**src/rtl/wb_arbiter2.sv**
```systemverilog
// wb_arbiter2: two-master, one-slave Wishbone-style bus arbiter.
// m0 (instruction fetch) and m1 (data) share one slave. A grant is held
// until the slave acknowledges or the granted master withdraws its strobe,
// and every grant is followed by one IDLE cycle.
// Optional feature: define WB_ARB_ROUND_ROBIN_EN to resolve simultaneous
// requests round-robin. Without it, m0 always wins a tie.
module wb_arbiter2 #(
    parameter int XLEN = 32
) (
    input  logic                clk,
    input  logic                rst,

    input  logic [XLEN-1:0]     m0_ADR,
    input  logic [XLEN/8-1:0]   m0_SEL,
    input  logic                m0_WE,
    input  logic                m0_STB,
    input  logic [XLEN-1:0]     m0_DAT_W,
    output logic [XLEN-1:0]     m0_DAT_R,
    output logic                m0_ACK,

    input  logic [XLEN-1:0]     m1_ADR,
    input  logic [XLEN/8-1:0]   m1_SEL,
    input  logic                m1_WE,
    input  logic                m1_STB,
    input  logic [XLEN-1:0]     m1_DAT_W,
    output logic [XLEN-1:0]     m1_DAT_R,
    output logic                m1_ACK,

    output logic [XLEN-1:0]     s_ADR,
    output logic [XLEN/8-1:0]   s_SEL,
    output logic                s_WE,
    output logic                s_STB,
    output logic [XLEN-1:0]     s_DAT_W,
    input  logic [XLEN-1:0]     s_DAT_R,
    input  logic                s_ACK
);

    typedef enum logic [1:0] {
        IDLE = 2'd0,
        GNT0 = 2'd1,
        GNT1 = 2'd2
    } state_t;

    state_t state_reg, state_next;
    logic   last_gnt_reg, last_gnt_next;
    logic   tie_pick;   // 0 selects m0, 1 selects m1 when both request in IDLE

`ifdef WB_ARB_ROUND_ROBIN_EN
    // Favour the master that did not complete the most recent transaction.
    assign tie_pick = ~last_gnt_reg;
`else
    // Fixed priority: m0 always wins a tie.
    assign tie_pick = 1'b0;
`endif

    // State register and last-completed-grant pointer.
    always_ff @(posedge clk) begin
        if (rst) begin
            state_reg    <= IDLE;
            last_gnt_reg <= 1'b1;
        end else begin
            state_reg    <= state_next;
            last_gnt_reg <= last_gnt_next;
        end
    end

    // Next-state logic: grant on request, release on ack or abort.
    always_comb begin
        state_next    = state_reg;
        last_gnt_next = last_gnt_reg;
        case (state_reg)
            IDLE: begin
                // An ack seen here is spurious and is ignored.
                if (m0_STB && m1_STB) begin
                    state_next = tie_pick ? GNT1 : GNT0;
                end else if (m0_STB) begin
                    state_next = GNT0;
                end else if (m1_STB) begin
                    state_next = GNT1;
                end
            end
            GNT0: begin
                if (s_ACK) begin
                    state_next    = IDLE;
                    last_gnt_next = 1'b0;
                end else if (!m0_STB) begin
                    state_next = IDLE;
                end
            end
            GNT1: begin
                if (s_ACK) begin
                    state_next    = IDLE;
                    last_gnt_next = 1'b1;
                end else if (!m1_STB) begin
                    state_next = IDLE;
                end
            end
            default: state_next = IDLE;
        endcase
    end

    // Output steering: pass the granted master through. Reset masks
    // everything so a late slave ack cannot leak to a master.
    always_comb begin
        s_ADR   = '0;
        s_SEL   = '0;
        s_WE    = 1'b0;
        s_STB   = 1'b0;
        s_DAT_W = '0;
        m0_ACK  = 1'b0;
        m1_ACK  = 1'b0;
        if (!rst) begin
            case (state_reg)
                GNT0: begin
                    s_ADR   = m0_ADR;
                    s_SEL   = m0_SEL;
                    s_WE    = m0_WE;
                    s_STB   = m0_STB;
                    s_DAT_W = m0_DAT_W;
                    m0_ACK  = s_ACK;
                end
                GNT1: begin
                    s_ADR   = m1_ADR;
                    s_SEL   = m1_SEL;
                    s_WE    = m1_WE;
                    s_STB   = m1_STB;
                    s_DAT_W = m1_DAT_W;
                    m1_ACK  = s_ACK;
                end
                default: ;
            endcase
        end
    end

    // Read data goes to both masters; each qualifies it with its own ack.
    assign m0_DAT_R = s_DAT_R;
    assign m1_DAT_R = s_DAT_R;

endmodule

```
**config.mk**
```make
export PLATFORM = sky130hd
export DESIGN_NAME = wb_arbiter2
export DESIGN_NICKNAME = d
export VERILOG_FILES = /design/src/rtl/wb_arbiter2.sv
export SDC_FILE = /design/constraint.sdc
export NUM_CORES = 1
export LEC_CHECK = 0
export ABC_CLOCK_PERIOD_IN_PS = 4500
export CORE_AREA = 5 5 116 118
export CTS_CLUSTER_SIZE = 14
export DETAILED_ROUTE_END_ITERATION = 6
export DIE_AREA = 0 0 121 123
export GPL_ROUTABILITY_DRIVEN = 0
export GPL_TIMING_DRIVEN = 0
export SETUP_SLACK_MARGIN = 0.2
export SYNTH_ARGS = -nofsm -noshare
export SYNTH_HDL_FRONTEND = slang
export SYNTH_SLANG_ARGS = --single-unit
```
**constraint.sdc**
```tcl
create_clock -name clk -period 4.5 [get_ports clk]
set_clock_uncertainty 0.2 [all_clocks]
set_input_delay 1.35 -clock clk [delete_from_list [all_inputs] [get_ports clk]]
set_output_delay 1.35 -clock clk [all_outputs]
set_load 0.005 [all_outputs]
```
==> results.txt, run 1 <==
The clock-pin slew of the registers on the worst-case setup and hold paths came out at about 0.030 ns. Yosys attributes the largest share of cell area to sky130_fd_sc_hd__a22oi_1, sky130_fd_sc_hd__buf_4, sky130_fd_sc_hd__nor2_1. Dividing the synthesized area by the synthesized cell count gives 6.64 um2. The area share of xor/xnor cells in the synthesized design came out at 0%. The number of clock sinks seen by CTS came out at 2. The worst-case headroom to the max-slew limit is 83.8%. After synthesis, the most frequently instantiated cells are sky130_fd_sc_hd__nor2_1, sky130_fd_sc_hd__a22oi_1, sky130_fd_sc_hd__buf_4.

The cell chosen for the clock root is sky130_fd_sc_hd__clkbuf_16. The share of the synthesized area in compound gates (AO/OA/AOI/OAI) is 35.6%. The multiplexer share of the synthesized area came out at 0%.

The count of H-tree levels built during CTS is 1. The number of flip-flops in the largest register is 2. After Yosys synthesis, and, or, nand and nor cells account for 19.6% of the synthesized area. The flip-flop and latch count after synthesis came out at 2. The final-report setup violation count is 0. The area of all placed cells without fillers came out at 4790 um2. Summing the areas of all fa, ha and maj instances in the mapped netlist gives 2.28% of the synthesized area. The synthesized design contains 0 enable-type register cells. The path class of the tightest hold or removal check is register to register. The portion of synthesized cell area occupied by the leading cell type is 31.4%. The reg-to-reg setup timing slack came out at 2.90 ns.

Measured in cells, the most critical reg-to-reg path has a length of 6. The worst vdd rail ir drop is between 0.1 and 0.15 mV. The routed wire length came out at between 10000 and 15000 um.

The area growth from synthesis to layout is 191%. The maximum number of buffers from clock root to sink is 2. The count of maximum capacitance violations is 0.

The post-synthesis cell count came out at 248. The TritonCTS clock tree is yes. The mapped netlist covers 1650 um2.

The placed instance count came out at 698. Summed over all cells, the static leakage comes to 0.00225 uW. The final hold violation count is 0.

The endpoint identified for the worst register-to-register timing path is state_reg[1]$_SDFFE_PP0P_. The floorplan step set the die width to 121 um. The number of primary I/O pins is 311. The flow ran to the end, and the final reports show no timing, DRC or antenna violations. The share of the clock period used by the worst path after layout came out at 94.1%.

In this run the worst setup path terminates at s_DAT_W[8]. The number of DRC markers after the initial detailed-route iteration is 50. The sequential-to-total area share from yosys stat is 2.43%. The final number of max-transition violations is 0. The count of standard-cell rows is between 40 and 50. The total inserted antenna cells is 0. The standard cell core area came out at 12400 um2. The total power per unit cell area came out at roughly 140 nW/um2. The fraction of registers with async set or reset after synthesis is 0%. In the final layout, flip-flops and latches occupy around 40 um2.

The detailed-route DRC error count is 0. The first detailed-routing pass ran for 4 iterations. The number of nets at the end of the flow came out at 709. The share of post-route cells with drive strength above 1 is 19.1%. Buffers placed on the I/O ports in this run total approximately 280. Detailed placement finished with a half-perimeter wire length of between 9000 and 10000 um. The worst endpoint data arrival time came out at 2.69 ns.

In the final routed layout, each cell accounts on average for 15.4 um. The maximum clock rate came out at approximately 240 MHz. In this run the cell area measured after placement is 4650 um2. The number of buffers created by CTS came out at 3. Clock latency on the worst-skew pair, taken at its later pin, is between 0.2 and 0.25 ns. The post-route minimum period came out at 4.24 ns. The worst setup path is of the input pin to output pin kind.

The initial cell density of the core is 13.3%. Of all nets on the critical path, the largest fanout is 10. The count of antenna-violating nets left after detailed routing is 0. The worst path required time is 2.95 ns. The initial antenna violation count came to 0. The reg-to-reg startpoint is state_reg[0]$_SDFFE_PP0P_.

The kind of capture point of the worst setup path is an output pin. The measured slew at the worst slew-check pin is 0.240 ns. The synthesized design spends more area on one cell type than any other, namely sky130_fd_sc_hd__a22oi_1. The filler cells instantiated in the layout total 1295. In the synthesized netlist the dominant register cell turns out to be sky130_fd_sc_hd__dfxtp_1.

The total grt overflow came out at 0. The total setup buffers inserted after CTS is 0. Global routing consumed, over all layers together, 12.8% of the routing resources. The number of standard cells in the final layout excluding fillers is 701. Setup repair after global routing left no endpoint under its margin. The largest net degree at the start of global routing came out at 11. The synthesis warning total is 0. The first-pass GRT wire length came out at roughly 15000 um.

The origin of the worst setup path is rst. The multi-input combinational cells in the finished layout cover a total of 952 um2. Among all cell types in the netlist, the one instantiated most often is sky130_fd_sc_hd__nor2_1. The largest family of logic cells by synthesized area is buffers and inverters. The via count of the first global-routing pass came to 2976. The worst setup path is launched from an input pin.

The number of nets produced by synthesis came out at 426. The count of cell types in the netlist is 19. The die outline area is 14900 um2. The die extent in y is about 120 um. The final route contains 2828 vias. The via density per instance came out at 4.03.
critical path, cell delays in order:
cell and delay (ns):
sky130_fd_sc_hd__clkdlybuf4s15_2 0.23, sky130_fd_sc_hd__nand2b_1 0.17, sky130_fd_sc_hd__buf_6 0.15, sky130_fd_sc_hd__buf_6 0.14, sky130_fd_sc_hd__nor2_1 0.11, sky130_fd_sc_hd__clkdlybuf4s50_1 0.53
logic make-up after synthesis:
family / after synthesis
AO/OA/AOI/OAI: 76
adder cells (fa/ha/maj): 3
buffers and inverters: 91
flip-flops: 2
AND/OR/NAND/NOR: 76
layout by cell type (no fill, tap or decap), types with 2 or more instances in the layout:
master / n
sky130_fd_sc_hd__buf_6: 8
sky130_fd_sc_hd__and3b_2: 3
sky130_fd_sc_hd__buf_4: 65
sky130_fd_sc_hd__clkdlybuf4s50_1: 252
sky130_fd_sc_hd__nor2_1: 68
sky130_fd_sc_hd__dfxtp_1: 2
sky130_fd_sc_hd__dlymetal6s2s_1: 24
sky130_fd_sc_hd__buf_2: 15
sky130_fd_sc_hd__inv_1: 3
sky130_fd_sc_hd__a22oi_1: 69
sky130_fd_sc_hd__nor2_2: 2
sky130_fd_sc_hd__clkbuf_16: 3
sky130_fd_sc_hd__ha_1: 3
area by class of cell:
class | instances | area share, %
Sequential cell | 2 | 0.836
Timing Repair Buffer | 278 | 59.4
Multi-Input combinational cell | 155 | 19.9
Tap cell | 172 | 4.49
Clock buffer | 3 | 1.57
Buffer | 88 | 13.6
Inverter | 3 | 0.235
report_power, final:
group,switching [uW],internal [uW]
clock network,21.1,113
registers,1.83,20.5
logic,194,324
total,217,458
per-layer routing:
metal	vias up	GRT usage [%]	part of all wire (%)
met5	-	0	0
met4	0	2.55	0.79
met3	6	4.85	11
met2	170	25.8	55
met1	1276	12.4	33
li1	1376	-	-
repair_timing:
action | CTS | global route
setup endpoints to repair | 70 | 59
resized for setup | 5 | 26
hold buffers | 0 | 0
stage by stage:
step | worst slack (ns) | TNS (ns) | util [%] | power, uW | hold WS, ns
2_1_floorplan | 1.07 | 0 | - | 253 | 0.277
3_3_place_gp | -0.152 | -5.91 | 37.6 | 539 | 0.310
3_5_place_dp | -0.150 | -5.70 | 37.6 | 547 | 0.321
4_1_cts | 0.205 | 0 | 38.2 | 687 | 0.323
5_1_grt | 0.200 | 0 | 38.7 | 726 | 0.379
6_report | 0.264 | 0 | 38.7 | 674 | 0.324
worst min path at each step:
stage                                         start                         to  slack [ns]  depth (start not counted)
after floorplan           state_reg[1]$_SDFFE_PP0P_  state_reg[1]$_SDFFE_PP0P_        0.28                          2
after CTS                 state_reg[1]$_SDFFE_PP0P_  state_reg[1]$_SDFFE_PP0P_        0.32                          2
after global routing      state_reg[1]$_SDFFE_PP0P_  state_reg[1]$_SDFFE_PP0P_        0.38                          2
after global placement    state_reg[1]$_SDFFE_PP0P_  state_reg[1]$_SDFFE_PP0P_        0.31                          2
final                     state_reg[1]$_SDFFE_PP0P_  state_reg[1]$_SDFFE_PP0P_        0.32                          2
after detailed placement  state_reg[1]$_SDFFE_PP0P_  state_reg[1]$_SDFFE_PP0P_        0.32                          2
No activity file was read; power rests on OpenSTA's default activity.
==> run 2: changes to the inputs <==
--- a/config.mk
+++ b/config.mk
@@ -13,6 +13,7 @@
 export GPL_ROUTABILITY_DRIVEN = 0
 export GPL_TIMING_DRIVEN = 0
 export SETUP_SLACK_MARGIN = 0.2
+export SLEW_MARGIN = 10
 export SYNTH_ARGS = -nofsm -noshare
 export SYNTH_HDL_FRONTEND = slang
 export SYNTH_SLANG_ARGS = --single-unit
==> results of run 2 <==
The final DEF is identical to that of run 1; final timing and power are the same.
